### config.mk
export PLATFORM = sky130hd
export DESIGN_NAME = seq_divider_flat
export DESIGN_NICKNAME = d
export VERILOG_FILES = /design/src/rtl/seq_divider_pkg.sv /design/src/rtl/seq_divider_if.sv /design/src/rtl/seq_divider_step.sv /design/src/rtl/seq_divider.sv /design/src/flat_wrapper.sv
export SDC_FILE = /design/constraint.sdc
export NUM_CORES = 1
export LEC_CHECK = 0
export CAP_MARGIN = 10
export CORE_ASPECT_RATIO = 0.7
export CORE_MARGIN = 10
export CORE_UTILIZATION = 45
export DETAILED_ROUTE_END_ITERATION = 12
export GPL_ROUTABILITY_DRIVEN = 0
export GPL_TIMING_DRIVEN = 0
export PLACE_DENSITY = 0.78
export SYNTH_ARGS = -nofsm -noshare
export SYNTH_HDL_FRONTEND = slang
export SYNTH_SLANG_ARGS = --single-unit
### constraint.sdc
create_clock -name clock -period 2.96 [get_ports clock]
set_input_delay 0.592 -clock clock [delete_from_list [all_inputs] [get_ports clock]]
set_output_delay 0.592 -clock clock [all_outputs]
set_load 0.005 [all_outputs]
### src/rtl/seq_divider_pkg.sv
// Shared types and helpers for the sequential restoring divider.
package divider_pkg;

   typedef enum logic [1:0] {IDLE, CALC, FIX} div_state_t;

   // Two's-complement magnitude of the low 'width' bits of value, zero-extended.
   function automatic logic [31:0] abs_val(input logic [31:0] value, input int unsigned width);
      logic [31:0] mask;
      logic [31:0] sign_vec;
      mask     = (width >= 32) ? 32'hFFFF_FFFF : ((32'd1 << width) - 32'd1);
      sign_vec = value >> (width - 1);
      if (sign_vec[0])
         abs_val = (~value + 32'd1) & mask;
      else
         abs_val = value & mask;
   endfunction

endpackage

### src/rtl/seq_divider_if.sv
// Start/done handshake and operand/result bundle of the sequential divider.
interface seq_divider_if #(parameter int WIDTH = 8);
   logic             start;
   logic             signed_mode;
   logic [WIDTH-1:0] dividend;
   logic [WIDTH-1:0] divisor;
   logic             busy;
   logic             done;
   logic [WIDTH-1:0] quotient;
   logic [WIDTH-1:0] remainder;
   logic             div_by_zero;

   modport master (
      output start, signed_mode, dividend, divisor,
      input  busy, done, quotient, remainder, div_by_zero
   );

   modport slave (
      input  start, signed_mode, dividend, divisor,
      output busy, done, quotient, remainder, div_by_zero
   );
endinterface

### src/rtl/seq_divider_step.sv
// One restoring-division iteration: shift in the next dividend bit, trial-subtract, select.
module divider_step #(
   parameter int WIDTH = 8
) (
   input  logic [WIDTH:0]   rem_in,
   input  logic [WIDTH-1:0] quo_in,
   input  logic [WIDTH-1:0] dvsr,
   output logic [WIDTH:0]   rem_out,
   output logic [WIDTH-1:0] quo_out
);
   logic [WIDTH+1:0] shifted;
   logic [WIDTH+1:0] trial;
   logic             q_bit;

   always_comb begin
      shifted = {rem_in, quo_in[WIDTH-1]};
      trial   = shifted - {2'b00, dvsr};
      q_bit   = ~trial[WIDTH+1];
      rem_out = q_bit ? trial[WIDTH:0] : shifted[WIDTH:0];
      quo_out = {quo_in[WIDTH-2:0], q_bit};
   end
endmodule

### src/rtl/seq_divider.sv
// Multi-cycle signed/unsigned restoring divider, one quotient bit per clock.
module seq_divider
   import divider_pkg::*;
#(
   parameter int WIDTH = 8
) (
   input  logic        clock,
   input  logic        reset_n,
   seq_divider_if.slave bus
);
   localparam int CW = $clog2(WIDTH);

   div_state_t       state_reg, state_next;
   logic [CW-1:0]    count_reg, count_next;
   logic [WIDTH:0]   rem_reg, rem_next;
   logic [WIDTH-1:0] quo_reg, quo_next;
   logic [WIDTH-1:0] dvsr_reg, dvsr_next;
   logic             q_sign_reg, q_sign_next;
   logic             r_sign_reg, r_sign_next;
   logic             zero_reg, zero_next;
   logic             zero_wait_reg, zero_wait_next;
   logic [WIDTH-1:0] quotient_reg, quotient_next;
   logic [WIDTH-1:0] remainder_reg, remainder_next;
   logic             dbz_reg, dbz_next;
   logic             done_reg, done_next;

   logic [WIDTH:0]   step_rem;
   logic [WIDTH-1:0] step_quo;
   logic [WIDTH-1:0] dvd_mag, dvs_mag, rem_src;

   divider_step #(.WIDTH(WIDTH)) u_step (
      .rem_in  (rem_reg),
      .quo_in  (quo_reg),
      .dvsr    (dvsr_reg),
      .rem_out (step_rem),
      .quo_out (step_quo)
   );

   always_comb begin
      dvd_mag = bus.signed_mode ? WIDTH'(abs_val(32'(bus.dividend), WIDTH)) : bus.dividend;
      dvs_mag = bus.signed_mode ? WIDTH'(abs_val(32'(bus.divisor), WIDTH)) : bus.divisor;
      // With a zero divisor no iteration runs, so quo_reg still holds the dividend magnitude.
      rem_src = zero_reg ? quo_reg : rem_reg[WIDTH-1:0];
   end

   always_comb begin
      state_next     = state_reg;
      count_next     = count_reg;
      rem_next       = rem_reg;
      quo_next       = quo_reg;
      dvsr_next      = dvsr_reg;
      q_sign_next    = q_sign_reg;
      r_sign_next    = r_sign_reg;
      zero_next      = zero_reg;
      zero_wait_next = zero_wait_reg;
      quotient_next  = quotient_reg;
      remainder_next = remainder_reg;
      dbz_next       = dbz_reg;
      done_next      = 1'b0;
      case (state_reg)
         IDLE: begin
            if (bus.start) begin
               quo_next       = dvd_mag;
               dvsr_next      = dvs_mag;
               q_sign_next    = bus.signed_mode & (bus.dividend[WIDTH-1] ^ bus.divisor[WIDTH-1]);
               r_sign_next    = bus.signed_mode & bus.dividend[WIDTH-1];
               rem_next       = '0;
               count_next     = CW'(WIDTH - 1);
               zero_next      = (bus.divisor == '0);
               zero_wait_next = (bus.divisor == '0);
               state_next     = (bus.divisor == '0) ? FIX : CALC;
            end
         end
         CALC: begin
            rem_next = step_rem;
            quo_next = step_quo;
            if (count_reg == '0)
               state_next = FIX;
            else
               count_next = count_reg - CW'(1);
         end
         FIX: begin
            // A zero divisor lingers one extra cycle here so its done lands two cycles after start.
            if (zero_wait_reg) begin
               zero_wait_next = 1'b0;
            end else begin
               if (zero_reg)
                  quotient_next = '1;
               else
                  quotient_next = q_sign_reg ? (~quo_reg + WIDTH'(1)) : quo_reg;
               remainder_next = r_sign_reg ? (~rem_src + WIDTH'(1)) : rem_src;
               dbz_next       = zero_reg;
               done_next      = 1'b1;
               state_next     = IDLE;
            end
         end
         default: state_next = IDLE;
      endcase
   end

   always_ff @(posedge clock or negedge reset_n) begin
      if (!reset_n) begin
         state_reg     <= IDLE;
         count_reg     <= '0;
         rem_reg       <= '0;
         quo_reg       <= '0;
         dvsr_reg      <= '0;
         q_sign_reg    <= 1'b0;
         r_sign_reg    <= 1'b0;
         zero_reg      <= 1'b0;
         zero_wait_reg <= 1'b0;
         quotient_reg  <= '0;
         remainder_reg <= '0;
         dbz_reg       <= 1'b0;
         done_reg      <= 1'b0;
      end else begin
         state_reg     <= state_next;
         count_reg     <= count_next;
         rem_reg       <= rem_next;
         quo_reg       <= quo_next;
         dvsr_reg      <= dvsr_next;
         q_sign_reg    <= q_sign_next;
         r_sign_reg    <= r_sign_next;
         zero_reg      <= zero_next;
         zero_wait_reg <= zero_wait_next;
         quotient_reg  <= quotient_next;
         remainder_reg <= remainder_next;
         dbz_reg       <= dbz_next;
         done_reg      <= done_next;
      end
   end

   assign bus.busy        = (state_reg != IDLE);
   assign bus.done        = done_reg;
   assign bus.quotient    = quotient_reg;
   assign bus.remainder   = remainder_reg;
   assign bus.div_by_zero = dbz_reg;
endmodule

### src/flat_wrapper.sv
// flat-port wrapper written by rule: the top's interface ports become plain ports
module seq_divider_flat import divider_pkg::*;
#(
   parameter int WIDTH = 8
)
  (clock, reset_n, bus_start, bus_signed_mode, bus_dividend, bus_divisor, bus_busy, bus_done, bus_quotient, bus_remainder, bus_div_by_zero);
  seq_divider_if #(.WIDTH(WIDTH)) bus_i ();
  input  logic clock;
  input  logic reset_n;
  input wire logic [$bits(bus_i.start)-1:0] bus_start;
  input wire logic [$bits(bus_i.signed_mode)-1:0] bus_signed_mode;
  input wire logic [$bits(bus_i.dividend)-1:0] bus_dividend;
  input wire logic [$bits(bus_i.divisor)-1:0] bus_divisor;
  output wire logic [$bits(bus_i.busy)-1:0] bus_busy;
  output wire logic [$bits(bus_i.done)-1:0] bus_done;
  output wire logic [$bits(bus_i.quotient)-1:0] bus_quotient;
  output wire logic [$bits(bus_i.remainder)-1:0] bus_remainder;
  output wire logic [$bits(bus_i.div_by_zero)-1:0] bus_div_by_zero;
  assign bus_i.start = bus_start;
  assign bus_i.signed_mode = bus_signed_mode;
  assign bus_i.dividend = bus_dividend;
  assign bus_i.divisor = bus_divisor;
  assign bus_busy = bus_i.busy;
  assign bus_done = bus_i.done;
  assign bus_quotient = bus_i.quotient;
  assign bus_remainder = bus_i.remainder;
  assign bus_div_by_zero = bus_i.div_by_zero;
  seq_divider #(.WIDTH(WIDTH)) u_core (.clock(clock), .reset_n(reset_n), .bus(bus_i));
endmodule
# Yosys cells after proc, flatten, opt, wreduce, memory -nomap -nowiden
# Cells that the tools add are included.
dict set report classes {
  addsub 6
  eq_ne 6
  n_mux 25
  n_bitwise 9
  reduce_logical 12
}
# operator count
set op_table {}
lappend op_table {{2-to-1 mux 8 bit} 9}
lappend op_table {{adder 8 x 1 -> 8 bit (second input constant)} 4}
lappend op_table {{inverter 8 bit} 4}
lappend op_table {{2-to-1 mux 9 bit} 2}
lappend op_table {{case mux 9 bit (2 select lines)} 1}
lappend op_table {{case mux 8 bit (2 select lines)} 1}
lappend op_table {{subtractor 10 x 8 -> 10 bit} 1}
lappend op_table {{zero test 8 bit} 1}
lappend op_table {{2-to-1 mux 2 bit} 4}
lappend op_table {{AND reduction 2 bit} 4}
lappend op_table {{2-to-1 mux 3 bit} 2}
lappend op_table {{!= test 2 bit (second input constant)} 3}
lappend op_table {{case mux 2 bit (3 select lines)} 1}
lappend op_table {{case mux 3 bit (2 select lines)} 1}
lappend op_table {{AND reduction 3 bit} 2}
lappend op_table {{nonzero test 2 bit} 3}
lappend op_table {{zero test 3 bit} 1}
lappend op_table {{2-to-1 mux 1 bit} 3}
lappend op_table {{subtractor 3 x 1 -> 3 bit (second input constant)} 1}
lappend op_table {{AND 1 bit} 2}
lappend op_table {{== test 2 x 1 -> 1 bit (second input constant)} 1}
lappend op_table {{== test 2 bit (second input constant)} 1}
lappend op_table {{zero test 2 bit} 1}
lappend op_table {{!= test 2 x 1 -> 1 bit (second input constant)} 1}
lappend op_table {{other kinds (3)} 4}
dict set report totals {
  regBits 52
  input_bits 20
  output_inout_bits 19
}

# Logic depth before layout (Yosys ltp)
# Gate-level depths: netlist of run 1.
dict set report logic_depth {
  word_depth 6
  ltp_mapped 10
  depth_no_buf 10
}

# Hierarchy
# From an unflattened synthesis of run 1, not the netlist that was laid out.
dict set report unflattened {
  hier_cells 374
  hier_area_um2 3433.3
}
# mod instances cells_per_inst area_per_inst_um2
set modules_own_cells {}
lappend modules_own_cells {seq_divider 1 294 2807.7}
lappend modules_own_cells {divider_step 1 80 625.6}

# Least setup slack after synthesis of run 1
# Ideal clock, no wire load.
dict set report synth_timing {
  path_type {reg-to-reg}
  startpoint {reg u_core.quo_reg[7]}
  endpoint {reg u_core.rem_reg[8]}
  setup_time_ps 134
  arrival_ps 1969
  slack_ps 856
  stages_incl_launch_ff 11
  n_path_buf 0
  synth_period_minus_slack_ps 2104
  path_cell_list {dfrtp_1 inv_1 ha_1 inv_1 fa_1 a211oi_1 o21ai_0 a31o_2 o21ai_0 o21a_1 o21ai_0}
}
dict set report synth_between {
  elab_chain_len 3
}
# item line
set synth_lines {}
lappend synth_lines {{start: declaration} seq_divider.sv:16} ;# logic [WIDTH-1:0] quo_reg, quo_next;
lappend synth_lines {{start signal: assignment} seq_divider.sv:120} ;# quo_reg <= quo_next;
lappend synth_lines {{subtractor 10 x 8 -> 10 bit} seq_divider_step.sv:17} ;# trial = shifted - {2'b00, dvsr};
lappend synth_lines {{2-to-1 mux 9 bit} seq_divider_step.sv:19} ;# rem_out = q_bit ? trial[WIDTH:0] : shifted[WIDTH:0];
lappend synth_lines {{case mux 9 bit (2 select lines)} seq_divider.sv:60} ;# case (state_reg)
lappend synth_lines {{end signal: assignment} seq_divider.sv:119} ;# rem_reg <= rem_next;
lappend synth_lines {{end: declaration} seq_divider.sv:15} ;# logic [WIDTH:0] rem_reg, rem_next;
# No other way between the ends.
# A chain may end at the register's enable or synchronous reset.

# Final worst setup path of run 1
# Same ends and word-level chain as after synthesis.

==> results of run 1 <==
-- how the worst min path moves through the flow --
stage / from / endpoint / slack [ns] / cells past startpoint
after floorplan: reset_n / u_core.bus.div_by_zero / 0.30 / 0
after global placement: u_core.bus.quotient[2] / u_core.bus.quotient[2] / 0.45 / 2
after detailed placement: u_core.bus.quotient[0] / u_core.bus.quotient[0] / 0.46 / 2
after CTS: reset_n / u_core.bus.remainder[4] / 0.22 / 1
after global routing: reset_n / u_core.rem_reg[8] / 0.22 / 1
final: reset_n / u_core.rem_reg[8] / 0.21 / 1
-- area by class of cell --
class	count	area, sq um
fill	625	3040
multi-input combinational	280	1770
sequential	52	1300
timing repair buffer	39	395
tap	94	118
inverter	23	86.3
clock buffer	5	68.8
buffer	15	60.1
clock inverter	2	12.5
-- worst max-delay path: cells and delay by family, from the launching register on --
family / cells / cell delay (ns)
flops: 1 / 0.45
compound gates: 6 / 1.11
fa+ha+maj: 2 / 0.59
buf+inv: 2 / 0.16
-- layer usage --
| metal | wire (um) | track usage, % | vias up | part of all wire [%] |
|---|---|---|---|---|
| li1 | - | - | 1369 | - |
| met1 | 3750 | 19.9 | 1275 | 50 |
| met2 | 3110 | 19.7 | 81 | 41 |
| met3 | 606 | 5.06 | 11 | 8.0 |
| met4 | 75 | 3.91 | 0 | 0.99 |
| met5 | 0 | 0 | - | 0 |
-- cells in the final DEF, fill, tap and decap left out, types with 2 or more instances in the layout --
master / netlist / final
a211oi_1: 2 / 2
inv_1: 23 / 23
or2_2: 3 / 3
a32oi_1: 3 / 3
o22ai_1: 2 / 2
clkdlybuf4s50_1: 0 / 37
o31ai_1: 3 / 3
and3_1: 2 / 2
a21oi_1: 19 / 19
nor3_1: 9 / 9
a221o_1: 2 / 2
xor2_1: 4 / 4
o21ai_0: 46 / 46
nand2b_1: 9 / 9
a21oi_2: 3 / 3
ha_1: 14 / 14
clkbuf_1: 13 / 13
mux2i_1: 15 / 15
o21ai_1: 3 / 3
dfrtp_1: 52 / 52
o221ai_1: 2 / 2
nand3_1: 7 / 7
mux2_2: 2 / 2
nand2_1: 56 / 56
clkbuf_8: 0 / 5
o22a_1: 4 / 4
nand3b_1: 2 / 2
or3_1: 4 / 4
xnor2_1: 23 / 23
nor2_1: 22 / 22
o211ai_1: 2 / 2
nor2b_1: 6 / 6
-- per-stage QoR --
| stage | area (sq um) | TNS [ns] | worst slack, ns | hold slack (ns) |
|---|---|---|---|---|
| final | 3810 | 0 | 0.504 | 0.205 |
| after global routing | 3810 | 0 | 0.370 | 0.222 |
| after CTS | 3810 | 0 | 0.497 | 0.218 |
| after detailed placement | 3730 | 0 | 0.537 | 0.460 |
| after global placement | 3720 | -9.16 | -0.180 | 0.453 |
| after floorplan | 3220 | 0 | 0.856 | 0.296 |
-- cells by family after synthesis --
family,after synthesis
simple gates,123
compound gates,97
flops,52
buf+inv,38
xor+xnor,28
mux,17
fa+ha+maj,15
-- Yosys cell counts, types with 2 or more instances --
master     n
o221ai_1   2
a21oi_2    3
ha_1      14
nand2b_1   9
nor3_1     9
a21oi_1   19
o22ai_1    2
xnor2_1   23
o21ai_0   46
clkbuf_1  13
xor2_1     4
dfrtp_1   52
nor2b_1    6
nand3b_1   2
nand3_1    7
inv_1     23
nand2_1   56
mux2_2     2
and3_1     2
or2_2      3
a211oi_1   2
a32oi_1    3
or3_1      4
o211ai_1   2
o22a_1     4
nor2_1    22
o21ai_1    3
mux2i_1   15
a221o_1    2
o31ai_1    3
-- power by group through the flow --
stage / clock, mW / sequential (mW) / combinational [mW]
after floorplan: 0 / 1.25 / 1.83
after global placement: 0 / 1.30 / 2.40
after detailed placement: 0 / 1.32 / 2.50
after CTS: 0.402 / 1.30 / 2.52
after global routing: 0.449 / 1.35 / 2.83
final: 0.397 / 1.30 / 2.52
==> reports/qor.yml, run 1 <==
drt:
  first_pass_iters: 5
  drc: 0
  drt-initial-drc-count: 152
  wl_per_cell_um: 14.8
  postRouteAntennaNets: 0
  vias: 2736
  routed_wl_um: 7550
  via_per_inst: 5.36
synthesis:
  post_synth_xor_area_fraction_pct: 8.20
  yosysTopAreaCellShare_pct: 40.4
  synth-edff-count: 0
  ys_types: 43
  syn-cell-area_sq_um: 3220
  postSynthCellCount: 370
  synth_top_family_by_area: "compound AO/OA/AOI/OAI gates"
  synth_top_area_cell: "dfrtp_1"
  ys_top_cells_by_area: "dfrtp_1 40%, o21ai_0 7.2%, nand2_1 6.5%"
  synth_compound_area_share_pct: 18.0
  synth_nets: 405
  ys_ff_latch: 52
  synthArstFlopShare_pct: 100
  synthAdderAreaFrac_pct: 6.07
  syn_avg_cell_area_sq_um: 8.70
  ys.flop_type: "dfrtp_1"
  synthMuxAreaShare_pct: 5.37
  yosys.area_share.simple_pct: 17.4
  yosys_warnings: 0
  synth_seq_area_share_pct: 40.4
critical_path:
  reg2reg_to: "u_core.rem_reg[8]"
  startpoint_type: "register"
  arrival_ns: 2.64
  crit_chain: "inv_1 > ha_1 > inv_1 > fa_1 > a211oi_1 > o21ai_0 > a31o_2 > o21ai_0 > o21a_1 > o21ai_0"
  cp_max_fo: 4
  crit_top_cell: "o21ai_0"
  endpoint: "u_core.rem_reg[8]"
  ff2ff_setup_slack_ns: 0.50
  r2r_start: "u_core.quo_reg[7]"
  required_ns: 3.14
  cp_slowest_cell: "dfrtp_1"
  cp-end-kind: "register"
  crit_start: "u_core.quo_reg[7]"
  critPathKind: "reg -> reg"
  r2r_cells: 10
  slowest_delay_ns: 0.45
sta:
  slew_viol_final: 0
  rsz0062_at_grt: "false"
  max_freq_mhz: 407
  fin_worst_skew_ns: 0.0126
  slew_headroom_pct: 67.4
  setup-violations-final: 0
  hold_violations: 0
  period_share_pct: 83.0
  worstMarginPinSlew_ns: 0.489
  period_needed_ns: 2.46
cells_and_area:
  diodes: 0
  drive_gt1_share_pct: 5.05
  layoutNonFillerInstCount: 510
  largest_reg_flops: 9
  syn_to_final_growth_pct: 18.5
  nets: 451
  utilization_pct: 55.7
floorplan:
  die-width_um: 121
  rows: 25
  initial_core_util_pct: 47.0
  dieHeight_um: 90.8
  core-area_sq_um: 6850
  ios: 39
  die_area_sq_um: 11000
clock_tree:
  tritoncts: "yes"
  clockRootBuffer: "clkbuf_8"
  clock_sink_count: 52
  insertion_delay_ns: 0.31
  hold_buffers: 0
  htree_levels: 2
  cts_resized: 0
  clockBufferDepth: 2
  postCtsSetupBuffers: 0
  cts_buffers: 5
  clkTransAtPathRegs_ns: 0.10
pwr:
  power_frac_seq_pct: 30.9
  cellLeakagePower_nw: 1.66
  switching_share_pct: 43.1
  clkPwrFrac_pct: 9.4
  pwr-share-comb_pct: 59.7
  power_switching_mw: 1.82
  ir_drop_mv: 0.518
  intPower_mw: 2.40
  power_mw: 4.22
  p_per_area_nw_per_um2: 1110
global_route:
  antenna_found_initial: 0
  overflow: 0
  grt_pass1_wl_um: 12900
  track_usage_pct: 14.2
  grt_pass1_vias: 2645
  grt_max_degree: 36
placed_design:
  detailed_place_hpwl_um: 5960
  dp_cells: 503
  port_buffers: 38
flow_run:
  cap_violations: 0
status:
  status: "finished clean"
min_path:
  hold_path_class: "in -> async"
No activity file was read; power rests on OpenSTA's default activity.
==> inputs of run 2 (changes only) <==
- PLACE_DENSITY: 0.78 -> 0.8
- clock period: 2.96 -> 2.2 ns (I/O delays scaled with it)
==> reports/qor.yml, run 2 (same netlist as run 1, synthesis figures left out) <==
status:
  status: "finished clean"
sta:
  period_needed_ns: 2.18  # -0.281 ns
  slew_viol_final: 0  # unchanged
  period_share_pct: 98.9  # +16 points
  setup-tns-final_ns: 0  # unchanged
  worstMarginPinSlew_ns: 0.506  # +0.0166 ns
  slew_headroom_pct: 66.3  # -1.1 points
  fin_worst_skew_ns: 0.0134  # +0.000812 ns
  hold_violations: 0  # unchanged
  rsz0062_at_grt: "true"
  setup-violations-final: 0  # unchanged
  max_freq_mhz: 460  # +13%
critical_path:
  reg2reg_to: "u_core.rem_reg[6]"
  startpoint_type: "register"
  endpoint: "u_core.rem_reg[6]"
  cp-end-kind: "register"
  required_ns: 2.38  # -0.76 ns
  r2r_start: "u_core.quo_reg[7]"
  cp_max_fo: 3  # -1
  critPathKind: "reg -> reg"
  r2r_cells: 11  # +1
  arrival_ns: 2.35  # -0.29 ns
  crit_start: "u_core.quo_reg[7]"
  ff2ff_setup_slack_ns: 0.02  # -0.48 ns
pwr:
  power_switching_mw: 2.61  # +44%
  p_per_area_nw_per_um2: 1600  # +45%
  power_mw: 6.41  # +52%
  power_frac_seq_pct: 27.8  # -3.1 points
  pwr-share-comb_pct: 60.4  # +0.7 points
  switching_share_pct: 40.8  # -2.3 points
  ir_drop_mv: 1.18  # +130%
  intPower_mw: 3.80  # +58%
  cellLeakagePower_nw: 1.72  # +3.7%
  clkPwrFrac_pct: 11.8  # +2.4 points
cells_and_area:
  utilization_pct: 58.3  # +2.7 points
  final_common_cell: "nand2_1"
  nFillCells: 595  # -4.8%
  drive_gt1_share_pct: 9.50  # +4.5 points
  diodes: 0  # unchanged
  nets: 456  # +1.1%
  largest_reg_flops: 9  # unchanged
  syn_to_final_growth_pct: 24.2
  final_cell_mix: "56 x nand2_1, 52 x dfrtp_1, 42 x o21ai_0, 37 x clkdlybuf4s50_1, 23 x xnor2_1"
drt:
  routed_wl_um: 7900  # +4.7%
  via_per_inst: 5.44  # +1.5%
  drc: 0  # unchanged
  vias: 2803  # +2.4%
  wl_per_cell_um: 15.3  # +3.7%
  postRouteAntennaNets: 0  # unchanged
  first_pass_iters: 4  # -1
  drt-initial-drc-count: 196  # +29%
floorplan:
  dieHeight_um: 90.8  # unchanged
  initial_core_util_pct: 47.0  # unchanged
  die-width_um: 121  # unchanged
  die_area_sq_um: 11000  # unchanged
  rows: 25  # unchanged
  ios: 39  # unchanged
  core-area_sq_um: 6850  # unchanged
global_route:
  grt_max_degree: 35  # -2.8%
  overflow: 0  # unchanged
  grt_pass1_vias: 2761  # +4.4%
  grt_pass1_wl_um: 13300  # +3.3%
  antenna_found_initial: 0  # unchanged
  track_usage_pct: 14.4  # +0.21 points
clock_tree:
  tritoncts: "yes"
  htree_levels: 2  # unchanged
  clockRootBuffer: "clkbuf_8"
  hold_buffers: 0  # unchanged
  clock_sink_count: 52  # unchanged
  cts_buffers: 5  # unchanged
  clkTransAtPathRegs_ns: 0.09  # about the same
  clockBufferDepth: 2  # unchanged
  insertion_delay_ns: 0.31  # about the same
placed_design:
  detailed_place_hpwl_um: 5980  # +0.45%
  port_buffers: 38  # unchanged
min_path:
  hold_path_class: "in -> async"
flow_run:
  cap_violations: 0  # unchanged
-- run 2: changes by cell type in the layout (fill, tap and decap cells not counted), sizes merged --
cell / change
clkinv: -1
clkbuf: -1
bufinv: +2
buf: +6
clkinvlp: -1
-- run 2: worst min-delay path by stage --
stage / from / endpoint / slack [ns] / cells after the start
after floorplan: reset_n / u_core.bus.div_by_zero / 0.14 / 0
after global placement: u_core.bus.quotient[2] / u_core.bus.quotient[2] / 0.45 / 2
after detailed placement: reset_n / u_core.bus.remainder[7] / 0.42 / 1
after CTS: reset_n / u_core.bus.remainder[1] / 0.08 / 1
after global routing: reset_n / u_core.bus.remainder[1] / 0.1 / 1
final: reset_n / u_core.bus.remainder[4] / 0.07 / 1
-- run 2: worst max-delay path: stages (launching register included) --
cell and delay (ns):
dfrtp_1 0.41, inv_2 0.09, ha_4 0.13, inv_2 0.04, fa_2 0.41, a211oi_2 0.27, buf_4 0.15, o21bai_1 0.05
a21oi_1 0.16, xnor2_1 0.09, mux2i_1 0.17, o21ai_1 0.07
-- run 2: power by group through the flow --
stage	registers (mW)	logic, mW	clock network [mW]
finish	1.78	3.87	0.758
global route	1.85	4.31	0.807
detailed placement	1.77	3.34	0
global placement	1.75	3.21	0
CTS	1.75	3.42	0.769
floorplan	1.68	2.46	0
-- run 2: repair_timing --
| action | in CTS | in global routing |
|---|---|---|
| gates resized for setup | 2 | 19 |
| setup endpoints to repair | 3 | 10 |
| setup buffers | 1 | 5 |
| pin swaps | 0 | 11 |
-- run 2: per-stage QoR --
stage / instances / setup WS, ns / hold slack (ns) / instance area, sq um
final: 515 / 0.0248 / 0.0696 / 4000
after global routing: 515 / -0.0775 / 0.0955 / 4000
after CTS: 510 / 0.00550 / 0.0820 / 3870
after detailed placement: 503 / -0.212 / 0.416 / 3730
after floorplan: 370 / 0.0964 / 0.144 / 3220
after global placement: 502 / -0.802 / 0.453 / 3720
-- run 2: routing by layer --
| layer | global-route usage (%) | part of all wire [%] |
|---|---|---|
| met5 | 0 | 0 |
| met4 | 2.51 | 0.51 |
| met3 | 3.56 | 7.2 |
| met2 | 21.6 | 45 |
| met1 | 20.3 | 48 |
-- run 2: final cells by class --
cell class	instances	area, sq um	area share (%)
plain buffers	14	57.6	1.44
clock buffers	5	68.8	1.72
clock inverters	2	60.1	1.50
inverters	23	86.3	2.16
multi-input cells	280	1850	46.3
flip-flops and latches	52	1300	32.6
well taps	94	118	2.94
repair buffers	45	453	11.3
==> inputs of run 3 (changes only) <==
- CORE_UTILIZATION: 45 -> 51
- CTS_CLUSTER_SIZE: not set -> 30
- PLACE_DENSITY: 0.8 -> 0.88
- clock period: 2.2 -> 1.8 ns (I/O delays scaled with it)
==> reports/qor.yml, run 3 (same netlist as run 1, synthesis figures left out) <==
clock_tree:
  insertion_delay_ns: 0.33  # +0.02 ns
  clockRootBuffer: "clkbuf_8"
  clockBufferDepth: 2  # unchanged
  clock_sink_count: 52  # unchanged
  hold_buffers: 0  # unchanged
  clkTransAtPathRegs_ns: 0.10  # about the same
  htree_levels: 2  # unchanged
  tritoncts: "yes"
  cts_buffers: 5  # unchanged
min_path:
  hold_path_class: "in -> async"
global_route:
  grt_max_degree: 33  # -5.7%
  antenna_found_initial: 0  # unchanged
  grt_pass1_wl_um: 13200  # -0.93%
  track_usage_pct: 16.2  # +1.8 points
  overflow: 0  # unchanged
  grt_pass1_vias: 2748  # -0.47%
placed_design:
  placed_cell_area_sq_um: 3740  # +0.37%
  dp_cells: 487  # -3.2%
  port_buffers: 38  # unchanged
  detailed_place_hpwl_um: 5830  # -2.6%
status:
  violations: "negative hold slack, negative setup slack"
  status: "complete, but fails checks"
sta:
  fin_worst_skew_ns: 0.0179  # +0.00446 ns
  max_freq_mhz: 477  # +3.8%
  slew_headroom_pct: 65.9  # -0.40 points
  worstMarginPinSlew_ns: 0.512  # +0.00601 ns
  rsz0062_at_grt: "true"
  hold_slack_ns: -0.0202  # -0.0898 ns
  period_needed_ns: 2.10  # -0.0790 ns
  setup-violations-final: 10  # +10
  hold_violations: 19  # +19
  setup_ws_ns: -0.296  # -0.321 ns
  period_share_pct: 116  # +18 points
  slew_viol_final: 0  # unchanged
  setup-tns-final_ns: -2.64  # -2.64 ns
pwr:
  ir_drop_mv: 1.03  # -12%
  cellLeakagePower_nw: 1.80  # +4.7%
  p_per_area_nw_per_um2: 2050  # +28%
  power_mw: 8.57  # +34%
floorplan:
  rows: 24  # -4.0%
  dieHeight_um: 86.5  # -4.7%
  die_area_sq_um: 9940  # -9.6%
  ios: 39  # unchanged
  core-area_sq_um: 6190  # -9.7%
  initial_core_util_pct: 52.0  # +5.0 points
  die-width_um: 115  # -5.1%
flow_run:
  cap_violations: 0  # unchanged
critical_path:
  r2r_cells: 8  # -3
  crit_chain: "ha_4 > o211ai_1 > a21oi_4 > a21oi_4 > xnor2_4 > buf_12 > mux2i_1 > o21ai_1"
  arrival_ns: 2.28  # -0.07 ns
  crit_top_cell: "a21oi_4"
  endpoint: "u_core.rem_reg[6]"
  cp_max_fo: 5  # +2
  cp_num_buf_inv: 1  # -2
  cp-end-kind: "register"
  reg2reg_to: "u_core.rem_reg[6]"
  crit_family: "compound AO/OA/AOI/OAI gates"
  critPathKind: "reg -> reg"
  ff2ff_setup_slack_ns: -0.30  # -0.32 ns
  slowest_delay_ns: 0.47  # +0.06 ns
  required_ns: 1.98  # -0.40 ns
  crit_start: "u_core.rem_reg[3]"
  startpoint_type: "register"
  cp.depth: 8  # -3
  cp_slowest_cell: "dfrtp_2"
  r2r_start: "u_core.rem_reg[3]"
drt:
  topRoutingLayerUsed: "met4"
  met3WireLength_um: 572  # +0.18%
  drt-initial-drc-count: 196  # unchanged
  routed_wl_um: 8110  # +2.7%
  routed-wl-met2_um: 3610  # +2.4%
  wl_per_cell_um: 15.8  # +3.1%
  postRouteAntennaNets: 0  # unchanged
  drc: 0  # unchanged
  wl_met1_um: 3810  # +1.1%
  first_pass_iters: 5  # +1
  vias: 2921  # +4.2%
  via_per_inst: 5.69  # +4.6%
cells_and_area:
  largest_reg_flops: 9  # unchanged
  drive_gt1_share_pct: 17.2  # +7.7 points
  nFillCells: 472  # -21%
  utilization_pct: 67.5  # +9.1 points
  nets: 470  # +3.1%
  syn_to_final_growth_pct: 29.7
  stdcell_area_sq_um: 4170  # +4.4%
  layoutNonFillerInstCount: 513  # -0.39%
  final_common_cell: "nand2_1"
  diodes: 0  # unchanged
  final_cell_mix: "55 x nand2_1, 48 x dfrtp_1, 40 x o21ai_0, 36 x clkdlybuf4s50_1, 23 x xnor2_1"
## run 3: worst min path at each step
stage | cells past startpoint | end | slack, ns | start
CTS | 1 | u_core.bus.remainder[6] | 0.0004 | reset_n
global placement | 2 | u_core.bus.quotient[3] | 0.45 | u_core.bus.quotient[3]
global route | 1 | u_core.bus.remainder[3] | 0.02 | reset_n
detailed placement | 1 | u_core.bus.remainder[7] | 0.35 | reset_n
finish | 1 | u_core.bus.remainder[1] | -0.02 | reset_n
floorplan | 0 | u_core.bus.div_by_zero | 0.06 | reset_n
## run 3: where the power goes
group	total [mW]	internal (mW)	switching (mW)	leakage, nW
combinational	5.69	3.06	2.63	1.11
sequential	2.20	1.70	0.505	0.649
clock	0.680	0.272	0.409	0.0406
total	8.57	5.02	3.55	1.80
## run 3: what timing repair did
item	CTS	global route
gates resized for setup	29	21
buffers inserted	11	9
pin swaps	9	11
cloned	1	0
endpoints found under the setup margin	12	36
## run 3: cell type report
class	instances	area, sq um	area share (%)
Clock inverter	2	16.3	0.390
Timing Repair Buffer	60	593	14.2
Multi-Input combinational cell	280	1920	46.1
Inverter	23	86.3	2.07
Clock buffer	5	68.8	1.65
Buffer	13	80.1	1.92
Tap cell	78	97.6	2.34
Sequential cell	52	1310	31.3
## run 3: stage by stage
| stage | hold WS, ns | setup WS (ns) |
|---|---|---|
| floorplan | 0.0644 | -0.194 |
| global placement | 0.454 | -1.10 |
| detailed placement | 0.351 | -0.436 |
| CTS | 0.000388 | -0.324 |
| global route | 0.0185 | -0.363 |
| finish | -0.0202 | -0.296 |
## run 3: metal layers
layer,vias to the layer above,GRT usage [%]
met1,1392,22.4
met4,0,5.27
met5,-,0
li1,1407,-
met2,109,24.1
met3,13,4.00
==> RTL change 1, RTL diff (settings of run 2) <==
Reset style: synchronous (`reset_n`), changed in one clocked block.
--- a/src/rtl/seq_divider.sv
+++ b/src/rtl/seq_divider.sv
@@ -98,7 +98,7 @@
       endcase
    end
 
-   always_ff @(posedge clock or negedge reset_n) begin
+   always_ff @(posedge clock) begin
       if (!reset_n) begin
          state_reg     <= IDLE;
          count_reg     <= '0;
Check against the original RTL: differs if reset_n is asserted again (counterexample within 4 cycles, from zero or initial values and one cycle with reset_n low); with reset_n held inactive, the same outputs for 10 cycles.
==> RTL change 1 against run 2 <==
  * Highest routed layer unchanged
  * Synthesized cell count is 3.8% higher
  * Cell area is 5.4% lower
  * Critical path depth decreased by 2
  * Count of clock-buffer cells in the layout increased by 1
  * Utilization shrank 2.1 points
  * Critical endpoint is now u_core.rem_reg[3]
  * Die area fell by 2.6%
  * Sequential cell count is the same
  * Worst setup slack improved by 100 ps
  * Non-clock buffer count down 1
  * Routed wire length fell by 5.0%
  * Critical path type unchanged
  * Cell count increased by 1.6%
  * Synthesized area is 3.2% lower
Power is not compared: it rests on default switching activity, and its combinational part moved more than twofold at a synthesized area within 25%.
==> RTL change 1: results (changes against run 2) <==
Clocking
Clock-pin slew was measured on the worst setup and hold paths at 100 ps. The post-CTS setup-driven buffer insertion count is 0 (was 1). The number of gates resized after cts was 1 (was 2).

Timing
The transition time at the pin with the least slew margin came to 706.1 ps (was 505.6 ps). The post-route clock skew came to 13.98 ps (was 13.43 ps).

Yosys
The fraction of registers with async set/reset is 0 (was 1.000). The mux contribution to synthesized area is 0.05261 (was 0.05365). Ranking of synthesized cells by instance count: dfxtp_1, nand2_1, o21ai_0 (was nand2_1, dfrtp_1, o21ai_0). The compound-cell area share of the yosys netlist is 0.2237 (was 0.1796). Area contributors post-synth: dfxtp_1, ha_1, nand2_1 (was dfrtp_1, o21ai_0, nand2_1). The count of cell types in the netlist came to 46 (was 43). The xor/xnor cell area share of the yosys netlist is 0.08193 (was 0.08204). The register area share after synthesis is 0.3341 (was 0.4044). The fraction of the mapped netlist area in adder cells came to 0.06265 (was 0.06065).

The total nets after synthesis was 419 (was 405). The post-synthesis area per instance was 8.113 µm² (was 8.698 µm²). The flip-flop and latch count after synthesis was 52 (unchanged).

Critical path
The highest fanout seen on the critical path was 10 (was 3). The data arrival time of the critical path is 2260 ps (was 2350 ps). The highest-delay cell along the critical path is ha_1 (was dfrtp_1).

The maximum cell stage delay along the critical path came to 360 ps (was 410 ps).

Finish
The combined area of the multi-input logic cells is 1939 µm² (was 1852 µm²). The fraction of layout instances using a drive strength above 1 is 0.07459 (was 0.09501). The count of non-filler cells in the finished layout came to 523 (was 515). The count of multi-input gates is 285 (was 280).

The count of non-CTS buffers in the layout came to 58 (was 59). The layout inverter count without the clock tree is 26 (was 23). The sequential cell area was 1047 µm² (was 1301 µm²). The relative area of clock buffers and inverters in the final design is 0.02946 (was 0.03225).

The layout net count is 463 (was 456). The number of fillers in the final layout was 623 (was 595). The finished layout cell area is 3780 µm² (was 3996 µm²). The proportion of final cell area spent on non-clock buffers came to 0.1235 (was 0.1277). The number of clock-tree buffers in the layout is 6 (was 5).

Route
The number of DRC markers after the initial detailed-route iteration is 199 (was 196). The wire length on met2 is 3369 µm (was 3520 µm). The total via count after detailed routing came to 2,867 (was 2,803).

The met3 routed wirelength is 429 µm (was 571 µm). The detailed-route wire length is 7504 µm (was 7898 µm). The detailed-route wire length on metal 1 came to 3650 µm (was 3765 µm). The number of iterations in the first detailed-routing pass is 6 (was 4).

Place
The detailed placement HPWL is 5753 µm (was 5984 µm). The number of instances in the placed design came to 514 (was 503). The count of buffers inserted at the top-level ports is 36 (was 38). The placed cell area was 3593 µm² (was 3731 µm²). The pre-CTS setup slack is -47.91 ps (was -211.6 ps).

Global routing
The met2 global-route usage is 0.2316 (was 0.2161). The wire length of the first global-routing pass was 12,590 µm (was 13,320 µm). The largest net degree at the start of global routing is 17 (was 35). The number of global-route vias before repair is 2,681 (was 2,761). The combined global-route utilization of all metal layers is 0.1398 (was 0.1437). The fraction of met1 tracks used by global routing is 0.1819 (was 0.2029).

The met3 demand-to-capacity share in global routing is 0.03310 (was 0.03560).

Outcome
Result of the run: finished clean (unchanged).

Min path
The class of the tightest hold or removal check is reg2reg (was in2async).
-- RTL change 1: changes by cell type in the layout (fill, tap and decap cells not counted), sizes merged, moves of 10 or more --
cell | before | now
dfrtp | 52 | 0
dfxtp | 0 | 52
o21ai | 49 | 30
nand2 | 56 | 44
a21boi | 0 | 11
xnor2 | 24 | 14
-- RTL change 1: power breakdown --
group / internal, W / switching [W]
sequential: 0.00101 / 0.0000729
combinational: 0.000485 / 0.000517
clock: 0.000344 / 0.000335
total: 0.00184 / 0.000926
-- RTL change 1: final timing paths --
kind	slack, ps	cells after the start	end	start
hold / removal	470	2	u_core.bus.remainder[1]	u_core.bus.remainder[1]
hold reg to reg	470	2	u_core.bus.remainder[1]	u_core.bus.remainder[1]
setup reg to reg	130	9	u_core.rem_reg[3]	u_core.dvsr_reg[4]
setup / recovery	130	9	u_core.rem_reg[3]	u_core.dvsr_reg[4]
==> RTL change 2, RTL diff (settings of run 2) <==
Without the edit above. `WIDTH` is set to 8 in 4 places; all go to 4.
--- a/src/rtl/seq_divider_if.sv
+++ b/src/rtl/seq_divider_if.sv
@@ -1,5 +1,5 @@
 // Start/done handshake and operand/result bundle of the sequential divider.
-interface seq_divider_if #(parameter int WIDTH = 8);
+interface seq_divider_if #(parameter int WIDTH = 4);
    logic             start;
    logic             signed_mode;
    logic [WIDTH-1:0] dividend;
--- a/src/rtl/seq_divider_step.sv
+++ b/src/rtl/seq_divider_step.sv
@@ -1,6 +1,6 @@
 // One restoring-division iteration: shift in the next dividend bit, trial-subtract, select.
 module divider_step #(
-   parameter int WIDTH = 8
+   parameter int WIDTH = 4
 ) (
    input  logic [WIDTH:0]   rem_in,
    input  logic [WIDTH-1:0] quo_in,
--- a/src/rtl/seq_divider.sv
+++ b/src/rtl/seq_divider.sv
@@ -2,7 +2,7 @@
 module seq_divider
    import divider_pkg::*;
 #(
-   parameter int WIDTH = 8
+   parameter int WIDTH = 4
 ) (
    input  logic        clock,
    input  logic        reset_n,
--- a/src/flat_wrapper.sv
+++ b/src/flat_wrapper.sv
@@ -1,7 +1,7 @@
 // flat-port wrapper written by rule: the top's interface ports become plain ports
 module seq_divider_flat import divider_pkg::*;
 #(
-   parameter int WIDTH = 8
+   parameter int WIDTH = 4
 )
   (clock, reset_n, bus_start, bus_signed_mode, bus_dividend, bus_divisor, bus_busy, bus_done, bus_quotient, bus_remainder, bus_div_by_zero);
   seq_divider_if #(.WIDTH(WIDTH)) bus_i ();
Ports: changed (resized bus_dividend, bus_divisor, bus_quotient and bus_remainder); port bits go from 39 to 23. The function was not compared with the original's and may differ.
==> RTL change 2 against run 2 <==
  * Utilization is 2.4 points higher
  * Count of clock-buffer cells in the layout rose by 1
  * Cell count decreased by 47%
  * Routed wire length fell by 55%
  * Sequential cell count fell by 21
  * Synthesized area shrank 45%
  * Total power decreased by 47%
  * Cell area fell by 45%
  * Worst setup slack gained 190 ps
  * Synthesized cell count is 48% lower
  * Critical path depth decreased by 5
  * Clock power decreased by 23%
  * Critical endpoint is now u_core.rem_reg[3]
  * Combinational power shrank 55%
==> RTL change 2: results (changes against run 2) <==
Finish
The number of fillers in the final layout is 325 (was 595). The number of flip-flops in the largest register is 5 (was 9). The fraction of layout instances using a drive strength above 1 is 0.08444 (was 0.09501).

Power
The combinational share of power is 0.514 (was 0.604). The leakage power figure is 1.038 nW (was 1.718 nW). The largest vdd supply drop is 0.7535 mV (was 1.180 mV). The switching power is 0.001312 W (was 0.002611 W). The power drawn by the sequential cells is 0.00107 W (was 0.00178 W).

Timing
The maximum operating frequency is 0.5036 GHz (was 0.4597 GHz). The transition time at the pin with the least slew margin is 769.3 ps (was 505.6 ps).

Critical path
The data arrival time of the critical path is 2150 ps (was 2350 ps). The endpoint of the most critical setup path is u_core.rem_reg[3] (was u_core.rem_reg[6]). The maximum cell stage delay along the critical path is 440 ps (was 410 ps). The length in cells of the worst reg-to-reg path was 6 (was 11). The launch point of the critical path is u_core.rem_reg[0] (was u_core.quo_reg[7]). The critical register-to-register path startpoint is u_core.rem_reg[0] (was u_core.quo_reg[7]). The highest fanout seen on the critical path is 5 (was 3).

The setup slack on the worst flop-to-flop path is 210 ps (was 20 ps).

Place
The count of buffers inserted at the top-level ports was 22 (was 38). The detailed placement HPWL came to 2854 µm (was 5984 µm). The pre-CTS setup slack came to -58.55 ps (was -211.6 ps).

Yosys
The register area share after synthesis is 0.4394 (was 0.4044). The count of cell types in the netlist was 32 (was 43). The total nets after synthesis is 215 (was 405). Ranking of synthesized cells by instance count: nand2_1, dfrtp_1, o21ai_0 (unchanged).

The count of yosys warnings during synthesis is 0 (unchanged). Area contributors post-synth: dfrtp_1, nand2_1, ha_1 (was dfrtp_1, o21ai_0, nand2_1).

Global routing
The number of global-route vias before repair is 1,339 (was 2,761). The wire length of the first global-routing pass is 6134 µm (was 13,320 µm). The largest net degree at the start of global routing is 17 (was 35). The combined global-route utilization of all metal layers is 0.1113 (was 0.1437).

Clocking
The clock-pin slew on the worst setup and hold paths is 70 ps (was 90 ps). The number of gates resized after cts is 0 (was 2). The clock latency reported for the late side of the worst-skew pair was 290 ps (was 310 ps).

Route
The total via count after detailed routing is 1,409 (was 2,803). The detailed-route wire length came to 3568 µm (was 7898 µm). The number of DRC markers after the initial detailed-route iteration is 65 (was 196).

Outcome
Result of the run: finished clean (unchanged).

Min path
The class of the tightest hold or removal check is reg2reg (was in2async). The number of cells on the worst hold path is 2.
RTL change 2: changes by cell type after synthesis, moves of 10 or more:
cell / run 2 / this run
nand2_1: 56 / 32
a21oi_1: 19 / 7
dfrtp_1: 52 / 31
clkbuf_1: 13 / 3
xnor2_1: 23 / 8
o21ai_0: 46 / 17
RTL change 2: cell type report:
type	instances	area [µm²]	area share
Sequential cell	31	775.7	0.3501
Tap cell	50	62.56	0.02823
Timing Repair Buffer	24	255.2	0.1152
Clock buffer	6	82.58	0.03727
Inverter	16	60.06	0.02710
Clock inverter	2	35.03	0.01581
Multi-Input combinational cell	141	923.4	0.4167
Buffer	5	21.27	0.009599
RTL change 2: stage by stage:
step | instance area, µm² | std cells | power [W] | hold slack, ps | TNS (ps)
final | 2216 | 275 | 0.003388 | 475.8 | 0
after global routing | 2216 | 275 | 0.003700 | 513.5 | 0
after detailed placement | 2076 | 266 | 0.002770 | 462.5 | -58.55
after floorplan | 1765 | 193 | 0.002269 | 144.4 | 0
after CTS | 2201 | 275 | 0.003377 | 476.2 | 0
after global placement | 2048 | 265 | 0.002706 | 452.2 | -58.72
RTL change 2: routing by layer:
| metal | track usage | part of all wire | vias to the layer above |
|---|---|---|---|
| li1 | - | - | 721 |
| met1 | 0.1443 | 0.51 | 649 |
| met2 | 0.1634 | 0.40 | 34 |
| met3 | 0.04111 | 0.073 | 5 |
| met4 | 0.04470 | 0.015 | 0 |
| met5 | 0 | 0 | - |
RTL change 2: cell families (layout without fill, tap and decap cells):
group,after synthesis,after routing,synth area share
simple gates,68,68,0.1694
compound gates,43,43,0.1637
flops,31,31,0.4394
buf+inv,21,53,0.04607
fa+ha+maj,10,10,0.07513
xor+xnor,10,10,0.04961
mux,10,10,0.05670
